## src/rtl/downsizing_pkg.sv

```systemverilog
// Purpose : shared types and constants for the 2W-to-W stream downsizer.
// Latency : n/a (package only).
// Backpressure: n/a (package only).
package downsizing_pkg;

    // Default narrow (output) data width; the input side is twice this.
    localparam int DOWNSIZING_W = 40;

    // EMPTY: nothing held. UPPER: word held, upper half not yet sent.
    // LOWER: upper half sent, lower half pending.
    typedef enum logic [1:0] {
        EMPTY = 2'd0,
        UPPER = 2'd1,
        LOWER = 2'd2
    } state_t;

endpackage : downsizing_pkg

```

## src/rtl/downsizing.sv

```systemverilog
// Purpose : AXI-Stream width converter, one 2W input beat -> two W output beats (upper half first).
// Latency : word accepted at edge N shows its upper half in cycle N+1, lower half no earlier than N+2.
// Backpressure: out_tvalid/out_tdata hold until accepted; in_tready rises only when the held word is draining.
//
// Ports:
//   aclk, aresetn          clock; synchronous active-low reset
//   in_tdata/in_tvalid/in_tready     wide (2W) input stream
//   out_tdata/out_tvalid/out_tready  narrow (W) output stream
//   in_tlast/out_tlast     packet boundary, only when DOWNSIZING_TLAST_EN is defined
module downsizing
    import downsizing_pkg::*;
#(
    parameter int W = DOWNSIZING_W
) (
    input  logic           aclk,
    input  logic           aresetn,
    input  logic [2*W-1:0] in_tdata,
    input  logic           in_tvalid,
    output logic           in_tready,
`ifdef DOWNSIZING_TLAST_EN
    input  logic           in_tlast,
    output logic           out_tlast,
`endif
    output logic [W-1:0]   out_tdata,
    output logic           out_tvalid,
    input  logic           out_tready
);

    state_t         state_q, state_d;
    logic [2*W-1:0] hold_data_q, hold_data_d;
    logic           in_hs;
    logic           out_hs;

    // Both handshake qualifiers come from the state register and out_tready
    // only, so there is no combinational path from in_tvalid to any output.
    always_comb begin
        out_tvalid = (state_q != EMPTY);
        in_tready  = (state_q == EMPTY) | ((state_q == LOWER) & out_tready);
        out_tdata  = (state_q == LOWER) ? hold_data_q[W-1:0] : hold_data_q[2*W-1:W];
        in_hs      = in_tvalid & in_tready;
        out_hs     = out_tvalid & out_tready;
    end

    always_comb begin
        state_d     = state_q;
        hold_data_d = hold_data_q;
        if (in_hs) begin
            hold_data_d = in_tdata;
        end
        case (state_q)
            EMPTY: begin
                if (in_hs) state_d = UPPER;
            end
            UPPER: begin
                if (out_hs) state_d = LOWER;
            end
            LOWER: begin
                // Refill in the same cycle the lower half leaves: no bubble.
                if (out_hs) state_d = in_hs ? UPPER : EMPTY;
            end
            default: state_d = EMPTY;
        endcase
    end

    always_ff @(posedge aclk) begin
        if (!aresetn) begin
            state_q <= EMPTY;
        end else begin
            state_q <= state_d;
        end
    end

    // Data is qualified by state, so it needs no reset.
    always_ff @(posedge aclk) begin
        hold_data_q <= hold_data_d;
    end

`ifdef DOWNSIZING_TLAST_EN
    logic last_q, last_d;

    always_comb begin
        last_d = last_q;
        if (in_hs) begin
            last_d = in_tlast;
        end
        // The boundary belongs to the final narrow beat of the word.
        out_tlast = last_q & (state_q == LOWER);
    end

    always_ff @(posedge aclk) begin
        if (!aresetn) begin
            last_q <= 1'b0;
        end else begin
            last_q <= last_d;
        end
    end
`endif

endmodule : downsizing
```

## config.mk

```make
export PLATFORM = sky130hd
export DESIGN_NAME = downsizing
export DESIGN_NICKNAME = d
export VERILOG_FILES = /design/src/rtl/downsizing_pkg.sv /design/src/rtl/downsizing.sv
export SDC_FILE = /design/constraint.sdc
export NUM_CORES = 1
export LEC_CHECK = 0
export CORE_AREA = 2 2 93 95
export DETAILED_ROUTE_END_ITERATION = 16
export DIE_AREA = 0 0 95 97
export GPL_TIMING_DRIVEN = 1
export PLACE_DENSITY_LB_ADDON = 0.15
export SKIP_LAST_GASP = 1
export SLEW_MARGIN = 20
export SYNTH_ARGS = -nofsm -noshare
export SYNTH_HDL_FRONTEND = slang
export SYNTH_SLANG_ARGS = --single-unit
```

## constraint.sdc

```tcl
create_clock -name aclk -period 7.3 [get_ports aclk]
set_input_delay 0.73 -clock aclk [delete_from_list [all_inputs] [get_ports aclk]]
set_output_delay 0.73 -clock aclk [all_outputs]
set_load 0.01 [all_outputs]
```

# After elaboration in Yosys (flattened, before gate mapping)

Index checks and enable logic that the tools add are counted.

Flip-flop bits (word level): 82
Input port bits: 84
Output and inout bits: 42
Logic and storage cells: 20

Equality and inequality tests: 5
Muxes and demuxes: 6
Bitwise gates (word level): 4
Reduce and logical (&&, ||, !) cells: 3

Operator list:

| operator           | number |
|---|---|
| $mux 40            | 1 |
| $mux 2             | 3 |
| $ne 2x2->1 const B | 3 |
| $pmux 2 s3         | 1 |
| $and 1x1->1        | 3 |
| $reduce_and 3->1   | 1 |
| $eq 2x1->1 const B | 1 |
| $eq 2x2->1 const B | 1 |
| $logic_not 2->1    | 1 |
| $reduce_bool 2->1  | 1 |
| $mux 1             | 1 |
| $or 1x1->1         | 1 |

# Depth between registers and ports, before layout

Gate-level depths: netlist (run 1).

Word-level depth: 7
Depth in mapped cells: 3
Mapped depth without buffers: 2

# Worst setup path before layout (run 1)

No wires, ideal clock.

Kind: in2reg
Start: input out_tready
End: register hold_data_q[0], enable pin
Setup time: 0.633 ns
Arrival: 6.600 ns
Data required time: 6.667 ns
Path slack: 0.067 ns
Cell stages on the path: 2
Buffers on the path: 0
Cells stage by stage: nor2b_1 > nor3b_1

Word-level cells in the longest chain between the ends: 3

Ends and longest elaborated chain:

| item                 | RTL line         | text |
|---|---|---|
| from (decl)          | downsizing.sv:26 | `input logic out_tready` |
| $and 1x1->1          | downsizing.sv:38 | `in_tready = (state_q == EMPTY) \| ((state_q == LOWER) & out_tready);` |
| $or 1x1->1           | downsizing.sv:38 |  |
| $and 1x1->1          | downsizing.sv:40 | `in_hs = in_tvalid & in_tready;` |
| named net in_hs      | downsizing.sv:31 | `logic in_hs;` |
| to (signal assigned) | downsizing.sv:75 | `hold_data_q <= hold_data_d;` |
| to (decl)            | downsizing.sv:30 | `logic [2*W-1:0] hold_data_q, hold_data_d;` |

The timed path passes the listed nets, and every way through them passes these cells.
A chain may end at the register's enable or synchronous reset.

# Final worst setup path (run 1)

Start: register state_q[0]
End: output out_tdata[11]

Word-level cells in the longest chain between the ends: 2

Ends and longest elaborated chain:

| item                   | RTL line         | text |
|---|---|---|
| from (decl)            | downsizing.sv:29 | `state_t state_q, state_d;` |
| from (signal assigned) | downsizing.sv:69 | `state_q <= state_d;` |
| $eq 2x2->1             | downsizing.sv:39 | `out_tdata = (state_q == LOWER) ? hold_data_q[W-1:0] : hold_data_q[2*W-1:W];` |
| $mux 40                | downsizing.sv:39 |  |
| to (decl)              | downsizing.sv:24 | `output logic [W-1:0] out_tdata,` |

No other way between the ends.

==> results.md, run 1 <==
* Vias in the first global route at approximately 1800
* Worst setup startpoint: state_q[0]$_SDFFE_PN0P_
* Worst path buffer plus inverter count at 2
* Cell Rows at 33
* Proportion of layout cells with a drive suffix above 1 at 0.2138
* Post-synthesis mux area share at 0.1902
* Clk_lat worst skew at between 300 and 400 ps
* R2r startpoint: state_q[1]$_SDFFE_PN0P_
* Area of the multi-input gates at between 600 and 700 um^2
* Area grow syn2layout at 49.88%
* Detailed Route WL at between 5000 and 6000 um
* Post-synthesis cell area at 3158 um^2
* Worst-Margin Slew at 660.1 ps
* Worst setup EP type: primary output
* Slowest stage cell, crit path: buf_4
* Leakage power at 1.682 nW
* Crit path largest cell delay at approximately 540 ps
* GR Overflow Total at 0
* Die Area at approximately 9000 um^2
* Final Setup Violations at 0
* DIE WIDTH at 95 um
* Slew headroom at 0.5599
* Post-Synth XOR/XNOR Area at 0
* Vias per inst at 4.409
* Post-Route Skew at about 11 ps
* Routed len/inst at roughly 15 um
* Longest Clk Path Bufs at 2
* Post-Syn Area per Cell at about 23 um^2
* Gate power share at 0.140
* Hold buffers post-CTS at 0
* Number of port buffers at around 130
* GP Congestion at approximately 0.7
* Area leader, netlist: edfxtp_1
* CTS tree: done
* Pins Over Slew Limit at 0
* DRC violations left at 0
* Setup TNS at 0 ps
* Sink Count at 82
* Ranking of synthesized cells by area: edfxtp_1 (76%), mux2_4 (19%), buf_6 (1.4%), dfxtp_1 (1.3%), nor2b_4 (0.44%)
* Min Tclk post-route at ~3300 ps
* Hpwl dp at just over 4000 um
* Status: finished, final reports clean
* Fmax at 0.2995 GHz
* Area share of the largest cell type after synthesis at 0.7607
* Largest family of logic cells by synthesized area: multiplexers
* Pwr dens at 222.9 nW/um^2
* Critical path, cell by cell: nor2b_4 -> buf_4 -> mux2_4 -> clkdlybuf4s50_1
* Initial Util at 0.3882
* Gr usage total at 0.1299
* Vias at about 1700
* Total CTS buffers at 9
* Fin. Hold Viols at 0
* FF-to-FF path depth at 3
* Simple-Gate Fraction of Synth Area at 0.01585
* Final worst-path cycle share at 0.4574
* Crit path required time at between 6000 and 7000 ps
* RSZ-0062 raised after global routing: no
* Post-CTS setup buffer count at 0
* Fillers at about 640
* Crit path max fanout at 28
* Distinct cells, synth at 14
* Antenna diodes at 0
* Post-synth EDFFs at 80
* Reg clk slew, reported paths at roughly 80 ps
* Number of cells on the critical path at 4
* Final core occ at 0.5819
* Clock Power Share at 0.327
* DRT antenna net count at 0
* I/O Pins at approximately 130
* Most common cell in the netlist: edfxtp_1
* Worst Setup Start Kind: flip-flop
* P_int at around 0.00084 W
* Top_reg_cell synth: edfxtp_1
* Sw frac at 0.1992
* FFs w/ async S/R, synth at 0
* Post-Synth Adder-Cell Area at 0
* Core ar. at a little over 8000 um^2
* Worst Setup EP: out_tdata[11]
* Final cell count without fillers at 381
* Mapped Cells at roughly 140
* DRT iter0 DRCs at 55
* Peak VDD IR at 0.1159 mV
* Syn. warnings at 0
* Cell class contributing the biggest share of worst-path delay: buffers and inverters
* Initial antenna violation count at 0
* First-pass DRT Iterations at 4
* Reg-to-reg endpoint: hold_data_q[23]$_DFFE_PP_
* Placed Cells at 365
* P_sw at 0.0002102 W
* Reg2reg setup slack at around 5600 ps
* Global-route wire length before repair at between 8000 and 9000 um
* Max_cap viols at 0
* Synthesized net count at 220
* Register bit total from synthesis at 82
* Final net count at approximately 360
* Sequential area share after synthesis at 0.7734
* Part of the power in registers at 0.533
* Compound-Gate Fraction of Synth Area at 0.006339
* Hold path startpoint: state_q[1]$_SDFFE_PN0P_
* Largest net degree at the start of global routing at 53
* FF/Latch Area at approximately 2400 um^2
* Clock root cell: clkbuf_8
* Die Y at 97 um
* Crit path DAT at about 2600 ps
* Post_cts resized at 0
* Synth top cells by count: edfxtp_1 (80), mux2_4 (40), buf_6 (4), dfxtp_1 (2)
* WS Path Type: reg2out
* Worst Hold Class: reg2reg
* Htree depth at 3
* Hold Path Depth at 2
-- layout by cell type (no fill, tap or decap), types with 2 or more instances in the layout --
cell type and count:
clkdlybuf4s50_1 125, edfxtp_1 80, mux2_4 40, clkbuf_8 9
buf_4 3, clkbuf_1 2, bufinv_16 2, clkinvlp_4 2
dfxtp_1 2
-- metal layers --
layer / share of wire / GRT usage / wire length (um) / vias to the layer above
met5: 0 / 0 / 0 / -
met4: 0.016 / 0.06355 / 92 / 0
met3: 0.067 / 0.03816 / 385 / 10
met2: 0.54 / 0.2242 / 3117 / 73
met1: 0.37 / 0.1435 / 2143 / 791
li1: - / - / - / 806
-- kinds of logic (layout without fill, tap and decap cells) --
logic type,after synthesis,count (layout)
AOI/OAI and AO/OA,3,3
and+or+nand+nor,7,7
DFF,82,82
buffers and inverters,4,144
muxes,40,40
-- worst register-to-register path, stage by stage, from the launching register on --
cell     delay, ps
dfxtp_1        340
nor2b_1        170
nor3b_2        190
buf_4          570
-- power by group through the flow --
stage	sequential [W]	clock, W	combinational, W
global placement	0.000572	0	0.000148
global route	0.000566	0.000376	0.000158
CTS	0.000563	0.000356	0.000151
floorplan	0.000577	0	0.0000595
finish	0.000563	0.000345	0.000148
detailed placement	0.000574	0	0.000150
-- registers in the layout (all words and copies together) (netlist names) --
name and count:
state_q 2, hold_data_q 80
-- worst min path at each step --
stage | slack (ps) | endpoint
2_1_floorplan | 460 | state_q[1]$_SDFFE_PN0P_
5_1_grt | 540 | state_q[1]$_SDFFE_PN0P_
4_1_cts | 510 | state_q[1]$_SDFFE_PN0P_
3_5_place_dp | 490 | state_q[1]$_SDFFE_PN0P_
6_report | 510 | state_q[1]$_SDFFE_PN0P_
3_3_place_gp | 470 | state_q[1]$_SDFFE_PN0P_
-- through the flow --
step	instance area (um^2)	setup WS, ps	hold slack (ps)	power [W]
4_1_cts	4733	3879	505.6	0.001070
2_1_floorplan	3158	66.75	459.9	0.0006364
5_1_grt	4733	3792	540.1	0.001099
3_3_place_gp	4523	4305	471.9	0.0007206
3_5_place_dp	4523	4274	492.0	0.0007242
6_report	4733	3961	506.7	0.001055
-- layout make-up --
| type | count | area share |
|---|---|---|
| multi-input combinational | 50 | 0.1427 |
| clock buffer | 11 | 0.02776 |
| tap | 105 | 0.02776 |
| timing repair buffer | 128 | 0.2691 |
| clock inverter | 5 | 0.01665 |
| sequential | 82 | 0.5160 |
Power figures use the tool's default switching activity.
==> run 2: changes to the inputs <==
- clock period: 7.3 -> 3 ns (I/O delays scaled with it)
==> run 2 against run 1 <==
Against the previous run: via count increased by 2.0%; combinational power increased by 150%; die area unchanged; routed wire length increased by 1.6%; worst hold slack got worse by 2.0 ps; core utilization increased by 0.15 points; clock power increased by 140%; total power increased by 140%; first-iteration DRC count increased by 3.6%; non-clock buffer count increased by 1; sequential cell count unchanged; critical path type unchanged.
==> results.md, run 2 (synthesized netlist as in run 1, its figures left out) <==
* Slew headroom at 0.5829 (was 0.5599)
* Number of cells on the critical path at 4 (unchanged)
* Number of port buffers at 125 (unchanged)
* Crit path DAT at 2250 ps (was 2610 ps)
* Core ar. at 8134 um^2 (unchanged)
* Cell area after layout at 4746 um^2 (was 4733 um^2)
* Vias in the first global route at 1741 (was 1780)
* Final worst-path cycle share at 0.8484
* Most common cell after layout, fill and taps aside: clkdlybuf4s50_1 (unchanged)
* Max_cap viols at 0 (unchanged)
* Clk_lat worst skew at 340 ps (about the same)
* Worst setup startpoint: state_q[0]$_SDFFE_PN0P_ (unchanged)
* Setup TNS at 0 ps (unchanged)
* Final net count at 356 (was 355)
* Htree depth at 3 (unchanged)
* Final cell count without fillers at 380 (was 381)
* Post_cts resized at 0 (unchanged)
* Status: finished, final reports clean (unchanged)
* Dpl cell area at 4549 um^2 (was 4523 um^2)
* Area of the multi-input gates at 681.9 um^2 (was 675.6 um^2)
* Worst Setup Start Kind: flip-flop (unchanged)
* Worst-Margin Slew at 625.7 ps (was 660.1 ps)
* FF/Latch Area at 2442 um^2 (unchanged)
* DRT iter0 DRCs at 57 (was 55)
* Sink Count at 82 (unchanged)
* Cell class contributing the biggest share of worst-path delay: buffers and inverters (unchanged)
* Post-CTS setup buffer count at 0 (unchanged)
* Fillers at 644 (was 636)
* Final core occ at 0.5834 (was 0.5819)
* Crit path required time at 2700 ps (was 6570 ps)
* Crit path max fanout at 23 (was 28)
* Initial antenna violation count at 0 (unchanged)
* Top Registers: hold_data_q: 80 flops, state_q: 2 flops (unchanged)
* Cell Rows at 33 (unchanged)
* Hold buffers post-CTS at 0 (unchanged)
* Hold path startpoint: state_q[1]$_SDFFE_PN0P_ (unchanged)
* Die Y at 97 um (unchanged)
* Most flops, register: hold_data_q (unchanged)
* Peak VDD IR at 0.3465 mV (was 0.1159 mV)
* Worst path buffer plus inverter count at 2 (unchanged)
* R2r startpoint: state_q[1]$_SDFFE_PN0P_ (unchanged)
* Crit path largest cell delay at 500 ps (was 540 ps)
* DIE WIDTH at 95 um (unchanged)
* Pwr dens at 536.5 nW/um^2 (was 222.9 nW/um^2)
* Fin. Hold Viols at 0 (unchanged)
* Worst setup EP type: primary output (unchanged)
* Worst Hold Class: reg2reg (unchanged)
* DRT antenna net count at 0 (unchanged)
* Final Setup Violations at 0 (unchanged)
* Critical path, cell by cell: nor2b_4 -> buf_12 -> mux2_4 -> clkdlybuf4s50_1 (was nor2b_4 -> buf_4 -> mux2_4 -> clkdlybuf4s50_1)
* Leakage power at 1.694 nW (was 1.682 nW)
* Gr usage total at 0.1236 (was 0.1299)
* DRC violations left at 0 (unchanged)
* FF-to-FF path depth at 3 (unchanged)
* RSZ-0062 raised after global routing: no (unchanged)
* Post-Route Skew at 6.392 ps (was 10.81 ps)
* CTS tree: done (unchanged)
* Max FFs per register at 80 (unchanged)
* Die Area at 9215 um^2 (unchanged)
* Commonest non-fill, non-tap cells in the layout: clkdlybuf4s50_1 (125), edfxtp_1 (80), mux2_4 (40) (unchanged)
* Global-route wire length before repair at 8576 um (was 8818 um)
* GR Overflow Total at 0 (unchanged)
* Vias per inst at 4.508 (was 4.409)
* Vias at 1713 (was 1680)
* Initial Util at 0.3882 (unchanged)
* Total CTS buffers at 9 (unchanged)
* Reg-to-reg endpoint: hold_data_q[20]$_DFFE_PP_ (was hold_data_q[23]$_DFFE_PP_)
* Antenna diodes at 0 (unchanged)
* First-pass DRT Iterations at 4 (unchanged)
* GP Congestion at 0.6983 (was 0.7009)
* Area grow syn2layout at 50.28% (was 49.88%)
* Worst Setup EP: out_tdata[22] (was out_tdata[11])
* Longest Clk Path Bufs at 2 (unchanged)
* Detailed Route WL at 5832 um (was 5739 um)
* Routed len/inst at 15.35 um (was 15.06 um)
* Proportion of layout cells with a drive suffix above 1 at 0.2145 (was 0.2138)
* Clock root cell: clkbuf_8 (unchanged)
* Reg clk slew, reported paths at 70 ps (was 80 ps)
* Slowest stage cell, crit path: clkdlybuf4s50_1 (was buf_4)
* I/O Pins at 126 (unchanged)
* WS Path Type: reg2out (unchanged)
* Pins Over Slew Limit at 0 (unchanged)
* Fmax at 0.3929 GHz
* Reg2reg setup slack at 1340 ps (was 5630 ps)
* Placed Cells at 366 (was 365)
* Min Tclk post-route at 2545 ps
* Largest net degree at the start of global routing at 51 (was 53)
==> run 2: layout make-up <==
cell class,instances,area share
clock inverter,4,0.01450
sequential,82,0.5146
tap,105,0.02768
timing repair buffer,129,0.2726
clock buffer,10,0.02689
multi-input combinational,50,0.1437
==> run 2: worst min-delay path by stage <==
stage | end | cells after the start
4_1_cts | hold_data_q[49]$_DFFE_PP_ | 1
5_1_grt | hold_data_q[78]$_DFFE_PP_ | 1
6_report | state_q[1]$_SDFFE_PN0P_ | 2
3_5_place_dp | state_q[1]$_SDFFE_PN0P_ | 2
3_3_place_gp | state_q[1]$_SDFFE_PN0P_ | 2
2_1_floorplan | state_q[0]$_SDFFE_PN0P_ | 1
==> run 2: routing by layer <==
metal  track usage  wire, um  up-vias
met3       0.05062       623        8
met5             0         0        -
met1        0.1428      2322      814
met4       0.05017        76        0
li1              -         -      810
met2        0.2019      2810       81
==> run 2: report_power, final <==
group | leakage, nW | total [W] | switching [W] | internal (W)
logic | 0.813 | 0.000364 | 0.000120 | 0.000244
registers | 0.781 | 0.00137 | 0.0000214 | 0.00135
clock network | 0.0996 | 0.000813 | 0.000357 | 0.000456
==> run 2: through the flow <==
stage / total power (W) / hold WS (ps) / worst slack (ps)
final: 0.002546 / 504.7 / 454.7
after global routing: 0.002649 / 495.6 / 333.3
after CTS: 0.002575 / 496.1 / 409.8
after detailed placement: 0.001764 / 493.8 / 785.2
after global placement: 0.001757 / 486.9 / 834.7
after floorplan: 0.001540 / 398.0 / 29.67
==> run 2: worst register-to-register path, cell delays in order (launching register included) <==
cell     delay [ps]
dfxtp_1         340
nor2b_1         190
nor3b_4         200
buf_4           530
